### src/rtl/kgp_ctrl_pkg.sv
// Shared encodings for the KGP-RISC main controller:
// opcodes, fcodes, states, ALU and mux selects.
package kgp_ctrl_pkg;

  typedef enum logic [2:0] {
    S_FETCH  = 3'd0,
    S_DECODE = 3'd1,
    S_EXEC   = 3'd2,
    S_MEM    = 3'd3,
    S_WB     = 3'd4,
    S_HALT   = 3'd5,
    S_FAULT  = 3'd6
  } state_t;

  localparam logic [1:0] OP_ALU = 2'b00;
  localparam logic [1:0] OP_IMM = 2'b01;
  localparam logic [1:0] OP_BR  = 2'b10;
  localparam logic [1:0] OP_SYS = 2'b11;

  localparam logic [3:0] FC_ADDI  = 4'b0000;
  localparam logic [3:0] FC_COMPI = 4'b0001;
  localparam logic [3:0] FC_LW    = 4'b0010;
  localparam logic [3:0] FC_SW    = 4'b0011;
  localparam logic [3:0] FC_HALT  = 4'b1111;

  localparam logic [3:0] FC_B    = 4'b0000;
  localparam logic [3:0] FC_BR   = 4'b0001;
  localparam logic [3:0] FC_BLTZ = 4'b0010;
  localparam logic [3:0] FC_BZ   = 4'b0011;
  localparam logic [3:0] FC_BNZ  = 4'b0100;
  localparam logic [3:0] FC_BL   = 4'b0101;
  localparam logic [3:0] FC_BCY  = 4'b0110;
  localparam logic [3:0] FC_BNCY = 4'b0111;

  localparam logic [3:0] ALU_ADD = 4'b0000;

  localparam logic [1:0] PC_IMM = 2'b00;
  localparam logic [1:0] PC_REG = 2'b01;
  localparam logic [1:0] PC_ABS = 2'b10;

  localparam logic [1:0] WB_ALU  = 2'b00;
  localparam logic [1:0] WB_MEM  = 2'b01;
  localparam logic [1:0] WB_LINK = 2'b10;

  function automatic logic is_wait(state_t s);
    return (s == S_FETCH) || (s == S_MEM);
  endfunction

endpackage

### src/rtl/kgp_control_fsm_if.sv
// Instruction/data memory request-acknowledge bundle
// between the controller (master) and the memories.
interface kgp_control_fsm_if;
  logic imem_req;
  logic imem_ack;
  logic dmem_re;
  logic dmem_we;
  logic dmem_ack;

  modport master (
    output imem_req, dmem_re, dmem_we,
    input  imem_ack, dmem_ack
  );

  modport slave (
    input  imem_req, dmem_re, dmem_we,
    output imem_ack, dmem_ack
  );
endinterface

### src/rtl/kgp_branch_eval.sv
// Branch condition evaluator: fcode + latched flags
// -> taken / legal.
module kgp_branch_eval
  import kgp_ctrl_pkg::*;
(
  input  logic [3:0] fcode,
  input  logic       flag_z,
  input  logic       flag_c,
  input  logic       flag_s,
  output logic       taken,
  output logic       legal
);

  always_comb begin
    taken = 1'b0;
    legal = 1'b1;
    unique case (fcode)
      FC_B, FC_BR, FC_BL: taken = 1'b1;
      FC_BLTZ:            taken = flag_s;
      FC_BZ:              taken = flag_z;
      FC_BNZ:             taken = ~flag_z;
      FC_BCY:             taken = flag_c;
      FC_BNCY:            taken = ~flag_c;
      default:            legal = 1'b0;
    endcase
  end

endmodule

### src/rtl/kgp_control_fsm.sv
// KGP-RISC multi-cycle main controller.
// KGP_CTRL_PERF_EN adds cyc_cnt/ret_cnt counters.
module kgp_control_fsm
  import kgp_ctrl_pkg::*;
#(
  parameter int MEM_TIMEOUT = 16,
  parameter int CNT_W       = 32
) (
  input  logic       clk,
  input  logic       rst,
  input  logic [1:0] opcode,
  input  logic [3:0] fcode,
  input  logic       flag_z,
  input  logic       flag_c,
  input  logic       flag_s,
  kgp_control_fsm_if.master mem,
  output logic       ir_load,
  output logic       pc_inc,
  output logic       pc_load,
  output logic [1:0] pc_src,
  output logic       reg_we,
  output logic [1:0] wb_src,
  output logic [3:0] alu_fn,
  output logic       alu_b_imm,
  output logic       flags_we,
  output logic       halted,
  output logic       fault,
`ifdef KGP_CTRL_PERF_EN
  output logic [CNT_W-1:0] cyc_cnt,
  output logic [CNT_W-1:0] ret_cnt,
`endif
  output logic [2:0] state_dbg
);

  if (MEM_TIMEOUT < 2 || MEM_TIMEOUT > 255 || CNT_W < 1)
  begin : g_bad_cfg
    $error("kgp_control_fsm: illegal parameters");
  end

  localparam logic [7:0] TO_LAST = 8'(MEM_TIMEOUT - 1);

  state_t     state_q, state_d;
  logic [7:0] cnt_q, cnt_d;
  logic [1:0] op_q, op_d;
  logic [3:0] fc_q, fc_d;
  logic       br_taken, br_legal;
  logic       to_hit;
  logic       imem_req_o, dmem_re_o, dmem_we_o;

  kgp_branch_eval u_br (
    .fcode  (fc_q),
    .flag_z (flag_z),
    .flag_c (flag_c),
    .flag_s (flag_s),
    .taken  (br_taken),
    .legal  (br_legal)
  );

  assign to_hit = (cnt_q == TO_LAST);

  always_ff @(posedge clk) begin
    if (rst) begin
      state_q <= S_FETCH;
      cnt_q   <= '0;
      op_q    <= '0;
      fc_q    <= '0;
    end else begin
      state_q <= state_d;
      cnt_q   <= cnt_d;
      op_q    <= op_d;
      fc_q    <= fc_d;
    end
  end

  always_comb begin
    state_d = state_q;
    op_d    = op_q;
    fc_d    = fc_q;
    unique case (state_q)
      S_FETCH: begin
        if (mem.imem_ack)  state_d = S_DECODE;
        else if (to_hit)   state_d = S_FAULT;
      end
      S_DECODE: begin
        op_d = opcode;
        fc_d = fcode;
        if (opcode != OP_SYS)      state_d = S_EXEC;
        else if (fcode == FC_HALT) state_d = S_HALT;
        else                       state_d = S_FAULT;
      end
      S_EXEC: begin
        unique case (op_q)
          OP_ALU: state_d = S_WB;
          OP_IMM: begin
            unique case (fc_q)
              FC_ADDI, FC_COMPI: state_d = S_WB;
              FC_LW, FC_SW:      state_d = S_MEM;
              default:           state_d = S_FAULT;
            endcase
          end
          OP_BR:
            state_d = br_legal ? S_FETCH : S_FAULT;
          default: state_d = S_FAULT;
        endcase
      end
      S_MEM: begin
        // ack beats timeout when both land together
        if (mem.dmem_ack)
          state_d = (fc_q == FC_LW) ? S_WB : S_FETCH;
        else if (to_hit)
          state_d = S_FAULT;
      end
      S_WB:            state_d = S_FETCH;
      S_HALT, S_FAULT: state_d = state_q;
      default:         state_d = S_FAULT;
    endcase
    if (state_d != state_q || !is_wait(state_q))
      cnt_d = '0;
    else
      cnt_d = cnt_q + 8'd1;
  end

  always_comb begin
    imem_req_o = 1'b0;
    dmem_re_o  = 1'b0;
    dmem_we_o  = 1'b0;
    ir_load    = 1'b0;
    pc_inc     = 1'b0;
    pc_load    = 1'b0;
    pc_src     = PC_IMM;
    reg_we     = 1'b0;
    wb_src     = WB_ALU;
    alu_fn     = ALU_ADD;
    alu_b_imm  = 1'b0;
    flags_we   = 1'b0;
    halted     = 1'b0;
    fault      = 1'b0;
    if (!rst) begin
      unique case (1'b1)
        state_q == S_FETCH: begin
          imem_req_o = 1'b1;
          ir_load    = mem.imem_ack;
          pc_inc     = mem.imem_ack;
        end
        state_q == S_EXEC: begin
          unique case (op_q)
            OP_ALU: begin
              alu_fn   = fc_q;
              flags_we = 1'b1;
            end
            OP_IMM: begin
              if (fc_q == FC_ADDI || fc_q == FC_COMPI) begin
                alu_fn    = fc_q;
                alu_b_imm = 1'b1;
                flags_we  = 1'b1;
              end else if (fc_q == FC_LW || fc_q == FC_SW) begin
                alu_fn    = ALU_ADD;
                alu_b_imm = 1'b1;
              end
            end
            OP_BR: begin
              if (br_legal) begin
                pc_load = br_taken;
                if (fc_q == FC_B)       pc_src = PC_ABS;
                else if (fc_q == FC_BR) pc_src = PC_REG;
                if (fc_q == FC_BL) begin
                  reg_we = 1'b1;
                  wb_src = WB_LINK;
                end
              end
            end
            default: ;
          endcase
        end
        state_q == S_MEM: begin
          dmem_re_o = (fc_q == FC_LW);
          dmem_we_o = (fc_q == FC_SW);
        end
        state_q == S_WB: begin
          reg_we = 1'b1;
          if (op_q == OP_IMM && fc_q == FC_LW) wb_src = WB_MEM;
        end
        state_q == S_HALT:  halted = 1'b1;
        state_q == S_FAULT: fault  = 1'b1;
        default: ;
      endcase
    end
  end

  assign mem.imem_req = imem_req_o;
  assign mem.dmem_re  = dmem_re_o;
  assign mem.dmem_we  = dmem_we_o;
  assign state_dbg    = state_q;

`ifdef KGP_CTRL_PERF_EN
  logic [CNT_W-1:0] cyc_q, cyc_d, ret_q, ret_d;

  always_comb begin
    cyc_d = cyc_q;
    ret_d = ret_q;
    if (state_q != S_HALT && state_q != S_FAULT)
      cyc_d = cyc_q + CNT_W'(1);
    if (state_d == S_FETCH &&
        (state_q == S_EXEC || state_q == S_MEM ||
         state_q == S_WB))
      ret_d = ret_q + CNT_W'(1);
  end

  always_ff @(posedge clk) begin
    if (rst) begin
      cyc_q <= '0;
      ret_q <= '0;
    end else begin
      cyc_q <= cyc_d;
      ret_q <= ret_d;
    end
  end

  assign cyc_cnt = cyc_q;
  assign ret_cnt = ret_q;
`endif

endmodule

### src/flat_wrapper.sv
// flat-port wrapper written by rule: the top's interface ports become plain ports
module kgp_control_fsm_flat import kgp_ctrl_pkg::*;
#(
  parameter int MEM_TIMEOUT = 16,
  parameter int CNT_W       = 32
)
  (clk, rst, opcode, fcode, flag_z, flag_c, flag_s, ir_load, pc_inc, pc_load, pc_src, reg_we, wb_src, alu_fn, alu_b_imm, flags_we, halted, fault, state_dbg, mem_imem_req, mem_dmem_re, mem_dmem_we, mem_imem_ack, mem_dmem_ack);
  kgp_control_fsm_if mem_i ();
  input  logic clk;
  input  logic rst;
  input  logic [1:0] opcode;
  input  logic [3:0] fcode;
  input  logic flag_z;
  input  logic flag_c;
  input  logic flag_s;
  output logic ir_load;
  output logic pc_inc;
  output logic pc_load;
  output logic [1:0] pc_src;
  output logic reg_we;
  output logic [1:0] wb_src;
  output logic [3:0] alu_fn;
  output logic alu_b_imm;
  output logic flags_we;
  output logic halted;
  output logic fault;
  output logic [2:0] state_dbg;
  output wire logic [$bits(mem_i.imem_req)-1:0] mem_imem_req;
  output wire logic [$bits(mem_i.dmem_re)-1:0] mem_dmem_re;
  output wire logic [$bits(mem_i.dmem_we)-1:0] mem_dmem_we;
  input wire logic [$bits(mem_i.imem_ack)-1:0] mem_imem_ack;
  input wire logic [$bits(mem_i.dmem_ack)-1:0] mem_dmem_ack;
  assign mem_imem_req = mem_i.imem_req;
  assign mem_dmem_re = mem_i.dmem_re;
  assign mem_dmem_we = mem_i.dmem_we;
  assign mem_i.imem_ack = mem_imem_ack;
  assign mem_i.dmem_ack = mem_dmem_ack;
  kgp_control_fsm #(.MEM_TIMEOUT(MEM_TIMEOUT), .CNT_W(CNT_W)) u_core (.clk(clk), .rst(rst), .opcode(opcode), .fcode(fcode), .flag_z(flag_z), .flag_c(flag_c), .flag_s(flag_s), .mem(mem_i), .ir_load(ir_load), .pc_inc(pc_inc), .pc_load(pc_load), .pc_src(pc_src), .reg_we(reg_we), .wb_src(wb_src), .alu_fn(alu_fn), .alu_b_imm(alu_b_imm), .flags_we(flags_we), .halted(halted), .fault(fault), .state_dbg(state_dbg));
endmodule
### config.mk
export PLATFORM = sky130hd
export DESIGN_NAME = kgp_control_fsm_flat
export DESIGN_NICKNAME = d
export VERILOG_FILES = /design/src/rtl/kgp_ctrl_pkg.sv /design/src/rtl/kgp_control_fsm_if.sv /design/src/rtl/kgp_branch_eval.sv /design/src/rtl/kgp_control_fsm.sv /design/src/flat_wrapper.sv
export SDC_FILE = /design/constraint.sdc
export NUM_CORES = 1
export LEC_CHECK = 0
export BUFFER_PORTS_ARGS = -buffer_cell sky130_fd_sc_hd__buf_2
export CORE_MARGIN = 1
export CORE_UTILIZATION = 52
export CTS_BUF_LIST = sky130_fd_sc_hd__clkbuf_8
export DETAILED_ROUTE_END_ITERATION = 10
export HOLD_SLACK_MARGIN = 0.12
export PLACE_DENSITY = 0.81
export SYNTH_ARGS = -nofsm -noshare
export SYNTH_HDL_FRONTEND = slang
export SYNTH_SLANG_ARGS = --single-unit
export TNS_END_PERCENT = 10
### constraint.sdc
create_clock -name clk -period 2.5 [get_ports clk]
set_clock_uncertainty 0.15 [all_clocks]
set_input_delay 0.125 -clock clk [delete_from_list [all_inputs] [get_ports clk]]
set_output_delay 0.125 -clock clk [all_outputs]
set_load 0.1 [all_outputs]
# After elaboration in Yosys (flattened, before gate mapping)
# Cells that the tools add are included.
[word_totals]
ff_bits = 17
input_bits = 13
output_inout_bits = 22
elab_cells = 99
[classes]
n_addsub = 1
n_eq_ne = 19
n_mux = 58
n_bitwise = 2
reduce_logical = 15
[op_table]
columns = ["op", "n"]
rows = [
  ["$mux 1", 31],
  ["$mux 2", 10],
  ["$mux 3", 6],
  ["$pmux 3 s6", 1],
  ["$eq 4x3->1 const B", 4],
  ["$mux 4", 3],
  ["$eq 3x3->1 const B", 3],
  ["$pmux 3 s3", 1],
  ["$add 8x1->8 const B", 1],
  ["$eq 4x2->1 const B", 2],
  ["$eq 8x4->1 const B", 1],
  ["$pmux 4 s2", 1],
  ["$reduce_or 2->1", 4],
  ["$reduce_or 8->1", 1],
  ["$eq 3x2->1 const B", 2],
  ["$pmux 1 s6", 1],
  ["$pmux 3 s2", 1],
  ["$eq 4x1->1 const B", 1],
  ["$eq 4x4->1 const B", 1],
  ["$logic_not 4->1", 1],
  ["$logic_or 1x1->1", 4],
  ["$pmux 1 s2", 2],
  ["$pmux 2 s2", 1],
  ["$eq 3x1->1 const B", 1],
  ["10 further kinds", 11],
]

# Longest topological paths before layout
# Gate-level depths: netlist of the first run.
[depth]
word_depth = 9
ltp_mapped = 6
ltp_nobuf = 5

# Hierarchy
# A second synthesis of the first run with hierarchy kept.
[unflattened]
cells_unflattened = 150
hier_area_um2 = 1187.4
[by_module_without_submodules]
columns = ["module", "n_inst", "cells_each", "area_per_inst_um2"]
rows = [
  ["kgp_control_fsm", 1, 141, 1133.6],
  ["kgp_branch_eval", 1, 9, 53.8],
]

# Worst setup path before layout of the first run
# Ideal clock, no wire load.
[synth_timing]
kind = "reg-to-output"
start = "register u_core.state_q[1], in the netlist u_core.state_dbg[1]"
end = "output port alu_b_imm"
arrival_ns = 4.829
slack_ns = -2.604
stages_incl_launch_ff = 5
path_cell_list = "dfxtp_1 clkbuf_1 nand2b_1 or3_1 nor4b_1"
[synth_via]
elab_chain_cells = 3
[synth_rtl]
columns = ["item", "line_no", "source"]
rows = [
  ["from (decl)", "kgp_control_fsm.sv:42", "state_t state_q, state_d;"],
  ["from (signal assigned)", "kgp_control_fsm.sv:68", "state_q <= state_d;"],
  ["$eq 3x2->1", "kgp_control_fsm.sv:145", "state_q == S_EXEC: begin"],
  ["$mux 1", "kgp_control_fsm.sv:139", "unique case (1'b1)"],
  ["$mux 1", "kgp_control_fsm.sv:138", "if (!rst) begin"],
  ["to (decl)", "flat_wrapper.sv:23", "output logic alu_b_imm;"],
]
# No other way between the ends.

# Worst setup path in the final report of the first run
[layout_timing]
start = "register u_core.state_q[2], in the netlist u_core.state_dbg[2]"
end = "output port alu_fn[3]"
[layout_via]
elab_chain_cells = 3
[layout_rtl]
columns = ["item", "line_no", "source"]
rows = [
  ["$eq 3x2->1", "kgp_control_fsm.sv:145", ""],
  ["$mux 4", "kgp_control_fsm.sv:139", ""],
  ["$mux 4", "kgp_control_fsm.sv:138", ""],
  ["to (decl)", "flat_wrapper.sv:22", "output logic [3:0] alu_fn;"],
]
# No other way between the ends.

==> results of run 1 <==
-- sequential cells by signal (all words and copies together), names as in the netlist --
name and flops:
u_core.op_q 2, u_core.state_dbg 3, u_core.cnt_q 8, u_core.fc_q 4
-- logic make-up after synthesis --
kind of cell	Yosys count	synth area share, %
mux	7	6.202
compound gates	20	12.62
xor+xnor	6	4.651
flops	17	30.12
simple gates	78	39.76
buf+inv	15	5.537
fa+ha+maj	1	1.107
-- layout make-up --
type | instances | area, um^2 | share of cell area, %
Inverter | 4 | 15.01 | 0.9382
Sequential cell | 17 | 344.1 | 21.50
Multi-Input combinational cell | 112 | 840.8 | 52.54
Tap cell | 27 | 33.78 | 2.111
Timing Repair Buffer | 48 | 320.3 | 20.02
Clock inverter | 1 | 5.005 | 0.3127
Clock buffer | 3 | 41.29 | 2.580
-- stage by stage --
stage | power (uW) | TNS (ns) | area (um^2) | setup WS [ns]
floorplan | 482.4 | -2.106 | 1251 | -0.3688
global placement | 518.2 | 0 | 1449 | 0.3916
detailed placement | 525.9 | 0 | 1449 | 0.3406
CTS | 743.2 | 0 | 1595 | 0.09349
global route | 782.0 | 0 | 1600 | 0.001792
finish | 751.4 | 0 | 1600 | 0.1025
-- worst max-delay path by stage --
stage	slack, ns	end
floorplan	-0.37	pc_inc
global placement	0.39	u_core.cnt_q[3]$_SDFF_PP0_
detailed placement	0.34	u_core.cnt_q[0]$_SDFF_PP0_
CTS	0.09	alu_fn[1]
global route	0.002	alu_fn[3]
finish	0.10	alu_fn[3]
-- critical path: stages, from the launching register on --
cell	delay (ns)
dfxtp_2	0.39
or2_4	0.30
or3_1	0.45
nor2_1	0.16
and2_1	0.14
buf_2	0.42
-- cell usage in the layout (no fill, tap or decap), drive strengths merged, types with 2 or more instances in the layout --
cell type and instances:
a211oi 2, nor2 17, nor2b 4, nor3b 3, nor4 7, nand2 9
o31ai 2, a21oi 6, xnor2 2, nor3 6, xor2 4, nor4b 4
buf 36, mux2i 7, o311a 2, or3 3, clkbuf 5, and3 2
inv 4, and2 6, nand2b 3, nand4 3, dlygate4sd3 10, nand3b 2
dfxtp 17, nand3 4
-- where the power goes --
part | internal [uW] | leakage (uW) | switching [uW]
registers | 284 | 0.000139 | 27.3
logic | 74.1 | 0.000506 | 156
clock network | 111 | 0.0000255 | 99.8
total | 469 | 0.000671 | 283
-- layer usage --
| metal | track usage, % | wire (um) |
|---|---|---|
| met1 | 37.43 | 1441 |
| met3 | 3.774 | 167 |
| met2 | 54.86 | 1747 |
| met4 | 17.16 | 120 |
| met5 | 0 | 0 |
-- what timing repair did --
| action | in CTS | in global routing |
|---|---|---|
| resized for setup | 0 | 2 |
| setup buffers | 0 | 0 |
| hold endpoints to repair | 6 | 0 |
| hold buffers | 10 | 0 |
| setup endpoints to repair | 0 | 2 |
==> summary.txt, run 1 <==
Synth
  – Number of nets produced by synthesis: 158
  – Avg Cell Area, Syn: around 8 um^2
  – Count of flip-flops with a built-in enable after synthesis: 0
  – Post-synth top cells: dfxtp_1 (17), nor2_1 (17), nand2_1 (9)
  – Netlist area before placement: 0.001130 mm^2
  – Synthesized netlist cell count: 144
  – Synth area leader: dfxtp_1
  – Sequential cell area fraction in the yosys report: 30.12%
  – Most instantiated flip-flop cell in the synthesis netlist: dfxtp_1
  – Register bit count reported by yosys: 17
  – Fraction of registers with async set or reset after synthesis: 0%
  – Share of Yosys cell area claimed by the top area cell type: a little under a third
  – Distinct cell type count after synthesis: 42
  – Main area contributors after synthesis: dfxtp_1 (30%), mux2i_1 (6.2%), nor2_1 (5.6%)
  – Total number of yosys warnings: 0

Route
  – Routed Antenna Nets: 0
  – Final wirelength: roughly 3500 um
  – Average vias per placed instance: roughly 6.2
  – Total vias in the final route: between 1,000 and 1,500
  – Post-detailed-route DRC marker count: 0
  – Drt wl/cell: about 16 um
  – Total iterations of the first detailed-routing run: 5
  – DRC violation total after the first TritonRoute iteration: 40

STA
  – Number of setup violations in the final report: 0
  – Total count of max-transition violations in the final report: 0
  – Measured slew at the worst slew-check pin: approximately 0.83 ns
  – Setup repair after global routing missed its margin: false
  – Hold Violations, Final: 0
  – Hold Slack: around 0.13 ns
  – Final Cycle Share: ~96%
  – Shortest clock period the worst path allows after layout: between 2 and 2.5 ns
  – Max-Slew Margin vs Limit: about 44%
  – Max Freq: between 400 and 500 MHz

Floorplanning
  – Die outline height: between 40 and 50 um
  – Top-level port count: 35
  – Total number of placement rows: 16
  – Die area: roughly 0.0024 mm^2
  – Effective utilization at floorplan: 56.44%
  – Core Region: between 0.002 and 0.0025 mm^2
  – Horiz. Die Dim: a little under 50 um

Worst setup path
  – Sort of element at the start of the critical path: register
  – Critical path class: register to output pin
  – Setup slack of the worst register-to-register path: approximately 0.15 ns
  – Max FO, Critical Path: 13
  – Worst reg2reg path endpoint: u_core.cnt_q[3]$_SDFF_PP0_
  – Req. time, crit path: approximately 2.2 ns
  – Depth of the worst register-to-register path: 4
  – Worst Setup End Kind: output pin
  – Crit path DAT: 2.12 ns
  – First element of the critical path: u_core.state_dbg[2]$_SDFF_PP0_
  – Start of the worst register-to-register path: u_core.state_dbg[2]$_SDFF_PP0_

GRT
  – Overflow left after global routing: 0
  – Initial antenna violation count: 0
  – First-pass GRT wire length: roughly 6000 um
  – Maximum number of pins on one net before global-route repair: 17
  – Via count of the first global-routing pass: between 1,000 and 1,500
  – GRT Resource Usage Total: a little under a third

Clock tree
  – Clock sink total: 17
  – TritonCTS clock tree: done
  – CTS max path bufs: 2
  – Clock-pin slew reported for the worst setup and hold paths after clock tree synthesis: roughly 0.070 ns
  – Clock root buffer: clkbuf_8
  – Number of CTS-inserted buffers: 3
  – Worst-skew pair later-pin latency: 0.26 ns
  – H-tree depth: 1

Min path
  – HP Start: rst
  – Worst Hold End: u_core.fc_q[2]$_SDFFE_PP0P_
  – Hold path cells: 2
  – Hold crit path type: primary input to register

Outcome
  – Outcome: completed

Placed design
  – RD Place Congestion: a little over 0.9
  – Cell Count Post-Placement: slightly below 200
  – HPWL after DPL: 2408 um
  – Quantity of I/O buffers inserted on ports: 34

Layout
  – Number of fill cells: ~150
  – Number of diodes: 0
  – Synthesis-to-finish area growth: 41.64%
  – Non-filler instance count after layout: 212
  – Layout cell share with drive strength beyond 1: between 30 and 40%
  – Number of nets in the layout: 200
  – Fin util: roughly 80%

Power
  – Peak supply drop: 0.0005824 V
  – P_leak: between 0.0006 and 0.0007 uW
  – Ratio of total power to cell area: 469.5 mW/mm^2

Run
  – Max-cap check violation count: 0
Note: power is estimated with default switching activity, not from simulation.
==> run 2: changes to the inputs <==
--- a/config.mk
+++ b/config.mk
@@ -6,12 +6,14 @@
 export NUM_CORES = 1
 export LEC_CHECK = 0
 export BUFFER_PORTS_ARGS = -buffer_cell sky130_fd_sc_hd__buf_2
+export CELL_PAD_IN_SITES_DETAIL_PLACEMENT = 2
+export CELL_PAD_IN_SITES_GLOBAL_PLACEMENT = 2
 export CORE_MARGIN = 1
-export CORE_UTILIZATION = 52
+export CORE_UTILIZATION = 29
 export CTS_BUF_LIST = sky130_fd_sc_hd__clkbuf_8
 export DETAILED_ROUTE_END_ITERATION = 10
 export HOLD_SLACK_MARGIN = 0.12
-export PLACE_DENSITY = 0.81
+export PLACE_DENSITY_LB_ADDON = 0.1
 export SYNTH_ARGS = -nofsm -noshare
 export SYNTH_HDL_FRONTEND = slang
 export SYNTH_SLANG_ARGS = --single-unit
==> run 2 against run 1 <==
Register-to-register slack improved by 0.15 ns; maximum frequency rose by 0.28%; hold slack improved by 0.025 ns; sequential power fell by 1%; cell area rose by 0.16%; critical endpoint unchanged; largest cell class unchanged; highest routed layer unchanged.
==> summary.txt, run 2 (synthesis gave the netlist of run 1 again) <==
Clock tree
  – CTS max path bufs: 2 (unchanged)
  – Worst-skew pair later-pin latency: 0.25 ns (was 0.26 ns)
  – Clock sink total: 17 (unchanged)
  – Clock root buffer: clkbuf_8 (unchanged)
  – Clock-pin slew reported for the worst setup and hold paths after clock tree synthesis: 0.06 ns (was 0.07 ns)
  – Number of CTS-inserted buffers: 3 (unchanged)
  – TritonCTS clock tree: done (unchanged)
  – H-tree depth: 1 (unchanged)

Route
  – Total vias in the final route: 1,235 (was 1,313)
  – Average vias per placed instance: 5.346 (was 6.193)
  – Post-detailed-route DRC marker count: 0 (unchanged)
  – Drt wl/cell: 17.14 um (was 16.40 um)
  – DRC violation total after the first TritonRoute iteration: 40 (unchanged)
  – Final wirelength: 3960 um (was 3476 um)
  – Total iterations of the first detailed-routing run: 4 (was 5)
  – Routed Antenna Nets: 0 (unchanged)

Worst setup path
  – Worst Setup End Kind: output pin (unchanged)
  – Req. time, crit path: 2.23 ns (about the same)
  – Sort of element at the start of the critical path: register (unchanged)
  – Critical path class: register to output pin (unchanged)
  – Max FO, Critical Path: 13 (unchanged)
  – Crit path DAT: 2.12 ns (about the same)

STA
  – Number of setup violations in the final report: 0 (unchanged)
  – Sum of negative setup slack: 0 ns (unchanged)
  – Shortest clock period the worst path allows after layout: 2.391 ns (was 2.398 ns)
  – Max-Slew Margin vs Limit: 51.09% (was 44.27%)
  – Hold Slack: 0.1514 ns (was 0.1268 ns)
  – Measured slew at the worst slew-check pin: 0.7274 ns (was 0.8288 ns)
  – Final Cycle Share: 95.63% (was 95.90%)
  – Post-route setup slack: 0.1092 ns (was 0.1025 ns)
  – Total count of max-transition violations in the final report: 0 (unchanged)
  – Hold Violations, Final: 0 (unchanged)
  – Setup repair after global routing missed its margin: false (unchanged)
  – Max Freq: 418.3 MHz (was 417.1 MHz)

Floorplanning
  – Die outline height: 64.42 um (was 48.61 um)
  – Effective utilization at floorplan: 30.63% (was 56.44%)
  – Die area: 0.004149 mm^2 (was 0.002363 mm^2)
  – Top-level port count: 35 (unchanged)
  – Total number of placement rows: 22 (was 16)
  – Horiz. Die Dim: 64.42 um (was 48.61 um)
  – Core Region: 0.003689 mm^2 (was 0.002002 mm^2)

Layout
  – Layout cell share with drive strength beyond 1: 34.97% (was 33.51%)
  – Multi-input gate area: 845.8 um^2 (was 840.8 um^2)
  – Number of diodes: 0 (unchanged)
  – Flip-flop count of the largest register after layout: 8 (unchanged)
  – Non-filler instance count after layout: 231 (was 212)
  – Synthesis-to-finish area growth: 41.86% (was 41.64%)
  – Register with the highest flop count: u_core.cnt_q (unchanged)
  – Most common library cell in the layout ignoring fill and taps: buf_2 (unchanged)
  – Commonest non-fill, non-tap cells in the layout: buf_2 (32), nor2_1 (16), dfxtp_1 (14) (was buf_2 (31), nor2_1 (16), dfxtp_1 (14))
  – Sequential cell area: 344.1 um^2 (unchanged)
  – Number of nets in the layout: 198 (was 200)
  – Number of fill cells: 425 (was 146)

Power
  – P_leak: 0.0006571 uW (was 0.0006708 uW)
  – Peak supply drop: 0.0002701 V (was 0.0005824 V)
  – Ratio of total power to cell area: 460.7 mW/mm^2 (was 469.5 mW/mm^2)

GRT
  – Initial antenna violation count: 0 (unchanged)
  – Maximum number of pins on one net before global-route repair: 16 (was 17)
  – First-pass GRT wire length: 6396 um (was 5892 um)
  – GRT Resource Usage Total: 19.98% (was 31.54%)
  – Via count of the first global-routing pass: 1,294 (was 1,273)
  – Overflow left after global routing: 0 (unchanged)

Placed design
  – Quantity of I/O buffers inserted on ports: 34 (unchanged)
  – Setup slack at placement: 0.2602 ns (was 0.3406 ns)
  – RD Place Congestion: 0.7379 (was 0.9336)
  – HPWL after DPL: 3091 um (was 2408 um)
  – Cell Count Post-Placement: 221 (was 198)

Min path
  – Hold crit path type: primary input to register (unchanged)

Outcome
  – Outcome: completed (unchanged)

Run
  – Max-cap check violation count: 0 (unchanged)
-- run 2: cell count changes in the layout (fill, tap and decap cells not counted), sizes merged --
cell	change
inv	+1
clkbuf	-1
dlygate4sd3	-4
buf	+3
clkinv	-1
-- run 2: final timing paths --
| kind | from | end | slack, ns | cells after the start |
|---|---|---|---|---|
| worst min register to register | u_core.cnt_q[0]$_SDFF_PP0_ | u_core.cnt_q[0]$_SDFF_PP0_ | 0.38 | 1 |
| worst max register to register | u_core.state_dbg[0]$_SDFF_PP0_ | u_core.cnt_q[3]$_SDFF_PP0_ | 0.30 | 4 |
| worst min-delay path | mem_imem_ack | u_core.state_dbg[0]$_SDFF_PP0_ | 0.15 | 4 |
| worst max-delay path | u_core.state_dbg[0]$_SDFF_PP0_ | alu_fn[3] | 0.11 | 5 |
-- run 2: where the power goes --
part	switching, uW	internal, uW
combinational	159	72.4
sequential	23.8	284
clock	90.9	109
total	274	465
-- run 2: layout make-up --
| type | count | area share [%] |
|---|---|---|
| Clock buffer | 3 | 2.576 |
| Clock inverter | 1 | 0.2342 |
| Inverter | 4 | 0.9368 |
| Multi-Input combinational cell | 112 | 52.77 |
| Sequential cell | 17 | 21.47 |
| Tap cell | 48 | 3.747 |
| Timing Repair Buffer | 46 | 18.27 |
-- run 2: worst max-delay path, cell delays in order (launching register included) --
cell	delay (ns)
dfxtp_2	0.39
or2_4	0.29
or3_1	0.47
nor2_1	0.16
and2_1	0.14
buf_2	0.42
-- run 2: repair_timing --
action | in CTS | in global routing
resized for setup | 0 | 2
hold buffers | 6 | 0
hold endpoints to repair | 6 | 0
endpoints found under the setup margin | 0 | 2
setup buffers | 0 | 0
-- run 2: metal layers --
| layer | track usage, % | vias to the layer above | share of wire, % |
|---|---|---|---|
| met5 | 0 | - | 0 |
| met4 | 5.833 | 0 | 0.35 |
| met3 | 1.937 | 2 | 2.3 |
| met2 | 38.29 | 25 | 54 |
| met1 | 23.04 | 607 | 43 |
| li1 | - | 601 | - |
-- run 2: per-stage QoR --
| step | total power [uW] | util, % | cell area, um^2 |
|---|---|---|---|
| 2_1_floorplan | 482.4 | - | 1251 |
| 3_3_place_gp | 527.8 | 40.40 | 1490 |
| 3_5_place_dp | 537.6 | 40.40 | 1490 |
| 4_1_cts | 745.0 | 43.25 | 1595 |
| 5_1_grt | 775.1 | 43.45 | 1603 |
| 6_report | 738.5 | 43.45 | 1603 |
